<file path="src/rtl/serial_adder_pkg.sv">
// Shared types and sizing helpers for the digit-serial adder.
package serial_adder_pkg;

   localparam int DEF_WIDTH = 8;
   localparam int DEF_DIGIT = 1;

   typedef enum logic [1:0] {
      IDLE = 2'd0,
      RUN  = 2'd1,
      DONE = 2'd2
   } state_t;

   // Number of DIGIT-wide slices needed to cover WIDTH bits.
   function automatic int num_digits(input int width, input int digit);
      return width / digit;
   endfunction

   // Digit counter width; a single-digit adder still gets a 1-bit counter.
   function automatic int count_width(input int n);
      return (n > 1) ? $clog2(n) : 1;
   endfunction

endpackage

</file>
<file path="src/rtl/serial_adder_digit_adder.sv">
// Combinational DIGIT-bit ripple-carry slice built from full-adder cells.
module digit_adder
   import serial_adder_pkg::*;
#(
   parameter int DIGIT = DEF_DIGIT
) (
   input  logic [DIGIT-1:0] a_d,
   input  logic [DIGIT-1:0] b_d,
   input  logic             c_in,
   output logic [DIGIT-1:0] s_d,
   output logic             c_out
);

   // Ripple the carry through one full-adder cell per bit.
   always_comb begin
      logic [DIGIT:0] c;
      c    = '0;
      s_d  = '0;
      c[0] = c_in;
      for (int i = 0; i < DIGIT; i++) begin
         s_d[i]   = a_d[i] ^ b_d[i] ^ c[i];
         c[i+1]   = (a_d[i] & b_d[i]) | (c[i] & (a_d[i] ^ b_d[i]));
      end
      c_out = c[DIGIT];
   end

endmodule

</file>
<file path="src/rtl/serial_adder.sv">
// Digit-serial adder: adds a + b + cin DIGIT bits per clock, LSB digit first,
// with a start/busy/done handshake. The result holds in DONE until the next start.
// Optional macro SERIAL_ADDER_SUB_EN adds a 'sub' input (a - b) and an 'ovf'
// output reporting two's-complement overflow of the finished operation.
module serial_adder
   import serial_adder_pkg::*;
#(
   parameter int WIDTH = DEF_WIDTH,
   parameter int DIGIT = DEF_DIGIT
) (
   input  logic             clk,
   input  logic             rst_n,
   input  logic             start,
   input  logic [WIDTH-1:0] a,
   input  logic [WIDTH-1:0] b,
   input  logic             cin,
`ifdef SERIAL_ADDER_SUB_EN
   input  logic             sub,
   output logic             ovf,
`endif
   output logic             busy,
   output logic             done,
   output logic [WIDTH-1:0] sum,
   output logic             cout
);

   localparam int NUM_DIGITS = num_digits(WIDTH, DIGIT);
   localparam int CW         = count_width(NUM_DIGITS);

   if ((WIDTH % DIGIT) != 0) begin : g_bad_digit
      $error("serial_adder: DIGIT (%0d) must divide WIDTH (%0d)", DIGIT, WIDTH);
   end

   state_t           state_q, state_d;
   logic [WIDTH-1:0] a_q, b_q, sum_q;
   logic [CW-1:0]    count_q;
   logic             carry_q, cout_q;
   logic             accept, last;
   logic [WIDTH-1:0] b_load, sum_shift;
   logic             c_load;
   logic [DIGIT-1:0] s_d;
   logic             slice_cout;

   assign accept = start && ((state_q == IDLE) || (state_q == DONE));
   assign last   = (count_q == CW'(NUM_DIGITS - 1));

`ifdef SERIAL_ADDER_SUB_EN
   // Subtraction is a + ~b + 1: invert B and force the initial carry.
   assign b_load = sub ? ~b : b;
   assign c_load = sub ? 1'b1 : cin;
`else
   assign b_load = b;
   assign c_load = cin;
`endif

   // New result digit enters sum from the MSB side.
   if (NUM_DIGITS == 1) begin : g_one_digit
      assign sum_shift = s_d;
   end else begin : g_many_digits
      assign sum_shift = {s_d, sum_q[WIDTH-1:DIGIT]};
   end

   digit_adder #(.DIGIT(DIGIT)) u_slice (
      .a_d   (a_q[DIGIT-1:0]),
      .b_d   (b_q[DIGIT-1:0]),
      .c_in  (carry_q),
      .s_d   (s_d),
      .c_out (slice_cout)
   );

   // State register.
   always_ff @(posedge clk or negedge rst_n) begin
      // NOTE: non-blocking assignments keep every flop sampling pre-edge values.
      if (!rst_n) state_q <= IDLE;
      else        state_q <= state_d;
   end

   // Next-state logic; start is only honoured outside RUN.
   always_comb begin
      // NOTE: default assignment first so no path leaves state_d unassigned (no latch).
      state_d = state_q;
      case (state_q)
         IDLE:    if (start) state_d = RUN;
         RUN:     if (last)  state_d = DONE;
         DONE:    if (start) state_d = RUN;
         default: state_d = IDLE;
      endcase
   end

   // Handshake outputs decoded from the current state.
   always_comb begin
      busy = (state_q == RUN);
      done = (state_q == DONE);
   end

   // Operand shift registers, carry, counter and result capture.
   always_ff @(posedge clk or negedge rst_n) begin
      if (!rst_n) begin
         // NOTE: the shift registers are plain flops, so they are cleared like any other state.
         a_q     <= '0;
         b_q     <= '0;
         carry_q <= 1'b0;
         count_q <= '0;
         sum_q   <= '0;
         cout_q  <= 1'b0;
      end else if (accept) begin
         a_q     <= a;
         b_q     <= b_load;
         carry_q <= c_load;
         count_q <= '0;
      end else if (state_q == RUN) begin
         a_q     <= a_q >> DIGIT;
         b_q     <= b_q >> DIGIT;
         carry_q <= slice_cout;
         sum_q   <= sum_shift;
         count_q <= count_q + CW'(1);
         if (last) cout_q <= slice_cout;
      end
   end

   assign sum  = sum_q;
   assign cout = cout_q;

`ifdef SERIAL_ADDER_SUB_EN
   logic ovf_q;

   // On the final digit the slice holds the operand and sum MSBs: equal operand
   // signs with a differing sum sign is signed overflow.
   always_ff @(posedge clk or negedge rst_n) begin
      if (!rst_n) begin
         ovf_q <= 1'b0;
      end else if ((state_q == RUN) && last && !accept) begin
         ovf_q <= (a_q[DIGIT-1] == b_q[DIGIT-1]) && (s_d[DIGIT-1] != a_q[DIGIT-1]);
      end
   end

   assign ovf = ovf_q;
`endif

endmodule

</file>
<file path="config.mk">
export PLATFORM = sky130hd
export DESIGN_NAME = serial_adder
export DESIGN_NICKNAME = d
export VERILOG_FILES = /design/src/rtl/serial_adder_pkg.sv /design/src/rtl/serial_adder_digit_adder.sv /design/src/rtl/serial_adder.sv
export SDC_FILE = /design/constraint.sdc
export NUM_CORES = 1
export LEC_CHECK = 0
export ABC_AREA = 1
export CORE_MARGIN = 1.5
export CORE_UTILIZATION = 50
export CTS_CLUSTER_DIAMETER = 40
export DETAILED_ROUTE_END_ITERATION = 6
export GPL_ROUTABILITY_DRIVEN = 0
export PLACE_DENSITY = 0.88
export SYNTH_ARGS = -nofsm -noshare
export SYNTH_HDL_FRONTEND = slang
export SYNTH_SLANG_ARGS = --single-unit
</file>
<file path="constraint.sdc">
create_clock -name clk -period 1.5 [get_ports clk]
set_input_delay 0.225 -clock clk [delete_from_list [all_inputs] [get_ports clk]]
set_output_delay 0.225 -clock clk [all_outputs]
set_load 0.02 [all_outputs]
</file>
==> reports/metrics.csv, run 1 <==
metric,value,unit
status,"finished, violations left",
failing checks,DRC,
area of the die,3340,sq um
Layout Nets,251,
RSZ-0062 raised after global routing,false,
vias in the first global route,1238,
"slowest stage cell, crit path",dfrtp_2,
cell area after placement,1870,sq um
Mapped Cells,188,
post-synthesis sequential area ratio,0.517,
largest net degree at the start of global routing,32,
"Setup Fix Bufs, Post-CTS",0,
CTS tree,yes,
Syn Area/Cell,7.99,sq um
Critical Path Fanout Max,4,
"commonest non-fill, non-tap cell in the layout",nand2_1,
yosys synthesis warning count,0,
worst slew pin tran,0.390,ns
# diodes,0,
1st-iter DRT viols,73,
crit end category,output port,
core area,2810,sq um
port bufs,30,
Post-CTS Hold Fix Bufs,0,
hpwl dp,2.19,mm
initial core utilization,0.535,
Die Y,57.8,um
Syn Std Cell Area,1500,sq um
via count of the routed design,1287,
max-cap viol count,0,
final max-slew violation count,0,
die width,57.8,um
Residual DRC,4,
WL/cell,11.7,um
initial antenna violation count,0,
Critical Path AT,1.20,ns
CTS root buf,clkbuf_4,
Rel. slew slack,0.740,
Via-to-Cell Ratio,4.95,
startpoint types,flip-flop,
R2R setup slack,0.21,ns
reg2reg start,state_q[0],
row count,19,
WS Path Type,reg2out,
synthesized net count,211,
Yosys reg bits,31,
VDD IR max,1070,uV
DRT antenna net count,0,
Hold WS,0.261,ns
CTS sink cnt,31,
cell depth of the worst flop-to-flop path,6,
grt total ovfl,0,
Static Leakage,0.00105,uW
DRT Wirelength,3.04,mm
clock slew at reported path FFs,0.09,ns
Layout Skew,0.00755,ns
1st-pass router iterations,6,
Fmax,702,MHz
io pins,31,
htree depth,2,
most frequent cells in the layout,"nand2_1, dfrtp_1, inv_1",
share of cells above drive strength 1,0.131,
max incr delay on CP,0.43,ns
Area Overhead vs Synth,28.0,%
worst reg2reg endpoint,b_q[1],
WP data required,1.27,ns
fin crit period,1.43,ns
TritonCTS buffer count,5,
Power Dens Cells,2030,nW/um^2
design area,1920,sq um
Max clock buf depth,2,
crit-path cells,inv_4 -> nor2_4 -> clkdlybuf4s15_2,
type of the worst min-delay path,in2async,
"Setup violations, final",0,
Yosys cell types,16,
first-pass GRT wire length,5.25,mm
Tcrit/Tclk final,0.950,
gr usage total,0.212,
setup total negative slack,0,ns
clk_lat worst skew,0.34,ns
Final Hold Fails,0,
## per-layer routing
metal  up-vias  global-route usage  wire, um
met1       593               0.247      1300
met2        36               0.347      1490
met4         0               0.120        83
met5         -                   0         0
li1        650                   -         -
met3         8              0.0647       170
## worst max-delay path: cells and delay by family (launching register included)
family | cells | cell delay [ns]
DFF | 1 | 0.43
and+or+nand+nor | 1 | 0.11
buffers and inverters | 2 | 0.34
## power breakdown
group          internal, uW  switching [uW]
logic                   784            1180
clock network           180             290
registers              1230             223
total                  2200            1700
## metrics by stage
step	setup WS (ns)	util	cells	total power (uW)
floorplan	0.275	-	188	2850
global placement	0.0566	0.668	252	3420
detailed placement	0.0388	0.668	252	3520
CTS	0.0361	0.684	260	3910
global route	0.00975	0.685	260	4260
finish	0.0746	0.685	260	3890
## layout make-up
| class | count | area [sq um] |
|---|---|---|
| Fill cell | 249 | 883 |
| Sequential cell | 31 | 777 |
| Multi-Input combinational cell | 124 | 573 |
| Timing Repair Buffer | 40 | 379 |
| Inverter | 26 | 100 |
| Clock buffer | 6 | 41.3 |
| Tap cell | 31 | 38.8 |
| Clock inverter | 2 | 12.5 |
## sequential cells by signal, indices dropped and copies added, names as in the netlist
| signal | flops |
|---|---|
| a_q | 8 |
| state_q | 2 |
| sum | 8 |
| count_q | 3 |
| carry_q | 1 |
| cout | 1 |
| b_q | 8 |
## cell usage after synthesis
cell type	count	area, sq um
nor2_1	13	48.8
a21oi_1	1	5.00
nand2_4	3	33.8
o21ai_1	14	70.1
nand3_1	18	90.1
nand2_1	71	267
buf_2	2	10.0
dfrtp_1	31	776
inv_2	4	15.0
buf_6	2	22.5
nor2_4	1	11.3
inv_4	1	6.26
ha_1	2	25.0
inv_1	21	78.8
buf_4	3	22.5
fa_1	1	20.0
## logic make-up (layout without fill, tap and decap cells)
kind of cell	count (synthesis)	in the layout	synth area share
simple gates	106	106	0.300
fa+ha+maj	3	3	0.0300
flops	31	31	0.517
compound gates	15	15	0.0500
buf+inv	33	74	0.103
## timing repair
| item | in CTS | in global routing |
|---|---|---|
| resized for setup | 15 | 2 |
| hold endpoints to repair | 0 | 0 |
| pin swaps | 0 | 0 |
| setup endpoints to repair | 11 | 2 |
## how the worst max path moves through the flow
stage / from / to / slack (ns) / depth (start not counted)
finish: state_q[0] / busy / 0.07 / 3
global route: state_q[0] / busy / 0.01 / 3
global placement: state_q[0] / done / 0.06 / 2
floorplan: state_q[0] / done / 0.27 / 3
detailed placement: start / b_q[6] / 0.04 / 7
CTS: state_q[0] / busy / 0.04 / 3
Power figures use the tool's default switching activity.
==> run 2, diff against run 1 <==
Settings changed: SETUP_SLACK_MARGIN set to 0.2, SYNTH_HIERARCHICAL set to 1.
==> run 2 against run 1 <==
Against the previous run: first-iteration DRC count fell by 16%; critical path depth fell by 1; critical endpoint is now done; largest power group unchanged; power increased by 4.2%; the flow still finishes with violations (DRC); largest cell class unchanged; combinational power rose by 4%; clock-buffer cell count increased by 1; clock skew is 0.00078 ns higher; synthesized area is 1.7% higher.
==> reports/metrics.csv, run 2 <==
metric,value,unit,change
status,"finished, violations left",,unchanged
failing checks,DRC,,unchanged
die width,58.3,um,was 57.8 um
design area,1980,sq um,was 1920 sq um
end of the critical path,done,,was busy
Rel. slew slack,0.746,,was 0.740
most numerous cell in the Yosys netlist,nand2_1,,unchanged
R2R setup slack,0.26,ns,was 0.21 ns
Mapped Cells,183,,was 188
final max-slew violation count,0,,unchanged
fin util,0.698,,was 0.685
Post-CTS Hold Fix Bufs,0,,unchanged
CTS root buf,clkbuf_4,,unchanged
Post-synth EDFFs,0,,unchanged
worst slew pin tran,0.381,ns,was 0.390 ns
"commonest non-fill, non-tap cell in the layout",nand2_1,,unchanged
Post-synth top cells,"nand2_1, dfrtp_1, nand3_1",,"was nand2_1, dfrtp_1, inv_1"
asr flop ratio synth,1.00,,unchanged
fin crit period,1.37,ns,was 1.43 ns
cell area after placement,1860,sq um,was 1870 sq um
yosys synthesis warning count,6,,was 0
Residual DRC,3,,was 4
Area Overhead vs Synth,29.4,%,was 28.0%
initial antenna violation count,0,,unchanged
Critical Path AT,1.14,ns,was 1.20 ns
hpwl dp,2.12,mm,was 2.19 mm
gr usage total,0.206,,was 0.212
worst reg2reg endpoint,b_q[0],,was b_q[1]
# diodes,0,,unchanged
Syn Area/Cell,8.34,sq um,was 7.99 sq um
adder-cell share of the synthesized area,0.0295,,was 0.0300
VDD IR max,1100,uV,was 1070 uV
area of the die,3390,sq um,was 3340 sq um
RSZ-0062 raised after global routing,true,,was false
cell depth of the worst flop-to-flop path,7,,was 6
DRT Wirelength,3.17,mm,was 3.04 mm
top-area cell type share of the netlist area,0.508,,was 0.517
TritonCTS buffer count,5,,unchanged
Post-synth top flop,dfrtp_1,,unchanged
Power Dens Cells,2050,nW/um^2,was 2030 nW/um^2
grt total ovfl,0,,unchanged
largest net degree at the start of global routing,32,,unchanged
Layout Skew,0.00832,ns,was 0.00755 ns
synthesized net count,206,,was 211
port bufs,30,,unchanged
Yosys reg bits,31,,unchanged
mux share of post-synthesis cell area,0,,unchanged
Yosys cell types,17,,was 16
crit path from,state_q[0],,unchanged
largest family of logic cells by synthesized area,simple AND/OR/NAND/NOR gates,,unchanged
Fmax,731,MHz,was 702 MHz
WP data required,1.27,ns,about the same
Tcrit/Tclk final,0.912,,was 0.950
max-cap viol count,0,,unchanged
clock slew at reported path FFs,0.10,ns,was 0.09 ns
most frequent cells in the layout,"nand2_1, dfrtp_1, nand3_1",,"was nand2_1, dfrtp_1, inv_1"
1st-pass router iterations,7,,was 6
reg2reg start,state_q[0],,unchanged
first-pass GRT wire length,5.23,mm,was 5.25 mm
Synth area leaders,"dfrtp_1, nand2_1, nand3_1, inv_1, nor2_1",,"was dfrtp_1, nand2_1, nand3_1, inv_1, o21ai_1"
DRT antenna net count,0,,unchanged
htree depth,2,,unchanged
Post-Synth XOR/XNOR Area,0,,unchanged
CTS sink cnt,31,,unchanged
Via-to-Cell Ratio,5.11,,was 4.95
WS Path Type,reg2out,,unchanged
initial core utilization,0.540,,was 0.535
CTS tree,yes,,unchanged
fill count,218,,was 249
crit end category,output port,,unchanged
Final Hold Fails,0,,unchanged
post-synth top area cell,dfrtp_1,,unchanged
type of the worst min-delay path,in2async,,unchanged
setup total negative slack,0,ns,unchanged
row count,19,,unchanged
"Setup violations, final",0,,unchanged
complex-gate fraction of the synthesized area,0.0459,,was 0.0500
1st-iter DRT viols,61,,was 73
Max clock buf depth,2,,unchanged
Layout Nets,245,,was 251
post-synthesis sequential area ratio,0.508,,was 0.517
io pins,31,,unchanged
share of cells above drive strength 1,0.130,,was 0.131
Syn Std Cell Area,1530,sq um,was 1500 sq um
vias in the first global route,1201,,was 1238
clk_lat worst skew,0.33,ns,was 0.34 ns
post-synthesis simple-gate area fraction,0.311,,was 0.300
fin cells,254,,was 260
Die Y,58.3,um,was 57.8 um
core area,2830,sq um,was 2810 sq um
Static Leakage,0.00101,uW,was 0.00105 uW
startpoint types,flip-flop,,unchanged
Critical Path Fanout Max,2,,was 4
WL/cell,12.5,um,was 11.7 um
via count of the routed design,1299,,was 1287
Placed Instances,243,,was 252
[run 2: cell types whose count changed after synthesis, moves of 3 or more]
cell	delta
o21ai_1	-11
nand2_1	-17
nand3b_1	+7
inv_1	-3
nand3_1	+8
o21ai_0	+10
nor2_1	+3
inv_2	-4
nand2_4	-3
[run 2: worst max-delay path, cell delays in order (launching register included)]
cell     delay (ns)
dfrtp_1        0.42
nor2_1         0.21
buf_4          0.18
[run 2: routing by layer]
metal  routed length, um  global-route usage
met5                   0                   0
met3                 146              0.0491
met4                  88               0.116
met1                1330               0.249
met2                1600               0.338
[run 2: worst min path at each step]
stage                 endpoint       start  cells after the start  slack (ns)
detailed placement  count_q[0]  count_q[0]                      1        0.48
finish                 carry_q       rst_n                      2        0.26
global route           carry_q       rst_n                      2        0.31
CTS                    carry_q       rst_n                      2        0.28
global placement    count_q[0]  count_q[0]                      1        0.47
floorplan               a_q[0]       rst_n                      0       -0.07
[run 2: cell type report]
type	instances	area (sq um)	area share
sequential	31	776	0.393
clock inverter	1	7.51	0.00380
multi-input combinational	124	608	0.308
clock buffer	7	65.1	0.0329
timing repair buffer	41	404	0.205
inverter	19	76.3	0.0386
tap	31	38.8	0.0196
[run 2: cell families after synthesis]
logic type / after synthesis
adder cells (fa/ha/maj): 3
AO/OA/AOI/OAI: 14
AND/OR/NAND/NOR: 106
buffers and inverters: 29
flip-flops: 31
[run 2: report_power, final]
group | internal [uW] | switching [uW]
Combinational | 864 | 1190
Sequential | 1230 | 213
Clock | 274 | 285
Total | 2370 | 1690
[run 2: what timing repair did]
| item | CTS | global route |
|---|---|---|
| endpoints found under the setup margin | 24 | 28 |
| gates cloned | 0 | 1 |
| gates resized for setup | 24 | 10 |
| buffers inserted | 1 | 1 |
| pin swaps | 0 | 1 |
[run 2: stage by stage]
step | power, uW | hold slack [ns] | worst slack, ns
final | 4060 | 0.262 | 0.132
after global routing | 4430 | 0.305 | 0.0736
after CTS | 4020 | 0.279 | 0.151
after detailed placement | 3430 | 0.480 | 0.0493
after global placement | 3350 | 0.469 | 0.0887
after floorplan | 2860 | -0.0706 | 0.414
==> run 3, diff against run 2 <==
Settings changed: SLEW_MARGIN set to 15.
==> results of run 3 <==
Same layout as run 2: the final DEF is identical, and so are final timing and power.
==> RTL change (settings of run 2) <==
Re-encode `state_t` (3 states) as one-hot, 3 bits wide.
--- a/src/rtl/serial_adder_pkg.sv
+++ b/src/rtl/serial_adder_pkg.sv
@@ -6,6 +6,6 @@
 
-   typedef enum logic [1:0] {
-      IDLE = 2'd0,
-      RUN  = 2'd1,
-      DONE = 2'd2
+   typedef enum logic [2:0] {
+      IDLE = 3'b001,
+      RUN  = 3'b010,
+      DONE = 3'b100
    } state_t;
Behaviour: same outputs for any inputs over 10 cycles, from zero or initial values and one cycle with rst_n low; not proved beyond that.
==> RTL change against run 2 <==
- area after synthesis increased by 4.1%
- setup slack got worse by 26 ps
- wire length increased by 7.0%
- combinational power decreased by 11%
- power decreased by 6.3%
- cell area increased by 6.5%
- register-to-register slack got worse by 100 ps
- sequential cell count increased by 1
- largest power group unchanged
==> RTL change: results (changes against run 2) <==
status complete, no violations (was complete, but fails checks); routed length per instance 12.6 µm (was 12.5 µm); Worst Setup SP state_q[0] (unchanged); DR iter-0 viols 90 (was 61); met2 WL 1650 µm (was 1600 µm); critical path's largest stage delay 540 ps (was 420 ps); first-pass GRT wire length 5350 µm (was 5230 µm); most frequent cells after synthesis 71 x nand2_1, 31 x dfrtp_1, 30 x nand3_1 (was 54 x nand2_1, 31 x dfrtp_1, 26 x nand3_1); met3 routed WL 242 µm (was 146 µm); Layout Nets 247 (was 245); share of layout cells above drive strength 1 18.2% (was 13.0%); multi-input gates 131 (was 124); vias per cell 5.02 (was 5.11); GRT met2 Usage 32.8% (was 33.8%); largest net degree at the start of global routing 33 (was 32); Area after DPL 0.00192 mm² (was 0.00186 mm²); inverter count 12 (was 19); placed cells 256 (was 243); met3 usage 7.21% (was 4.91%); Metal-1 WL 1450 µm (was 1330 µm); clock skew 15.0 ps (was 8.32 ps); filler cell count 226 (was 218); post-DP HPWL 1990 µm (was 2120 µm); met1 global-route usage 26.9% (was 24.9%); num sequential 32 (was 31); top post-synthesis cells by area dfrtp_1 49%, nand2_1 17%, nand3_1 9.4%, nand3b_1 4.7%, buf_6 4.3% (was dfrtp_1 51%, nand2_1 13%, nand3_1 8.5%, inv_1 4.4%, nor2_1 3.9%); worst-path fanout max 3 (was 2); DP Worst Slack 37.0 ps (was 49.3 ps); clock network area share 2.79% (was 3.67%); via count 1,350 (was 1,299); peak supply drop 0.000949 V (was 0.00110 V); Tightest Pin Transition 332 ps (was 381 ps); Non-Clock Buffer Count 42 (was 41); post-cts gate resize count 22 (was 24); register area 802 µm² (was 776 µm²); Net Count, Synth 209 (was 206); total global-route track usage 21.1% (was 20.6%); slowest stage cell, crit path dfstp_2 (was dfrtp_1); CLK BUF 8 (was 7); DR pass1 iterations 5 (was 7); Yosys warning count 6 (unchanged); distinct cell type count after synthesis 19 (was 17); Signal buf overhead 21.0% (was 20.5%)
[RTL change: cells by family (layout without fill, tap and decap cells)]
| logic type | Yosys count | in the layout | synth area share (%) |
|---|---|---|---|
| DFF | 32 | 32 | 50.5 |
| xor gates and xnor gates | 1 | 1 | 0.551 |
| and+or+nand+nor | 115 | 116 | 32.8 |
| AOI/OAI and AO/OA | 11 | 11 | 3.54 |
| adders and majority gates | 3 | 3 | 2.83 |
| buffers and inverters | 24 | 62 | 9.76 |
[RTL change: final timing paths]
| path | end | cells after the start | slack [ps] |
|---|---|---|---|
| max in group asynchronous | state_q[0] | 2 | 1010 |
| max reg2reg | b_q[2] | 7 | 160 |
| max | busy | 4 | 110 |
| min in group clk | b_q[7] | 3 | 430 |
| min | carry_q | 2 | 240 |
| min reg2reg | sum[0] | 2 | 500 |
[RTL change: power breakdown]
part	total [µW]	internal, µW	leakage [µW]	switching (µW)
sequential	1460	1250	0.000402	218
combinational	1820	768	0.000642	1050
clock	517	231	0.0000326	286
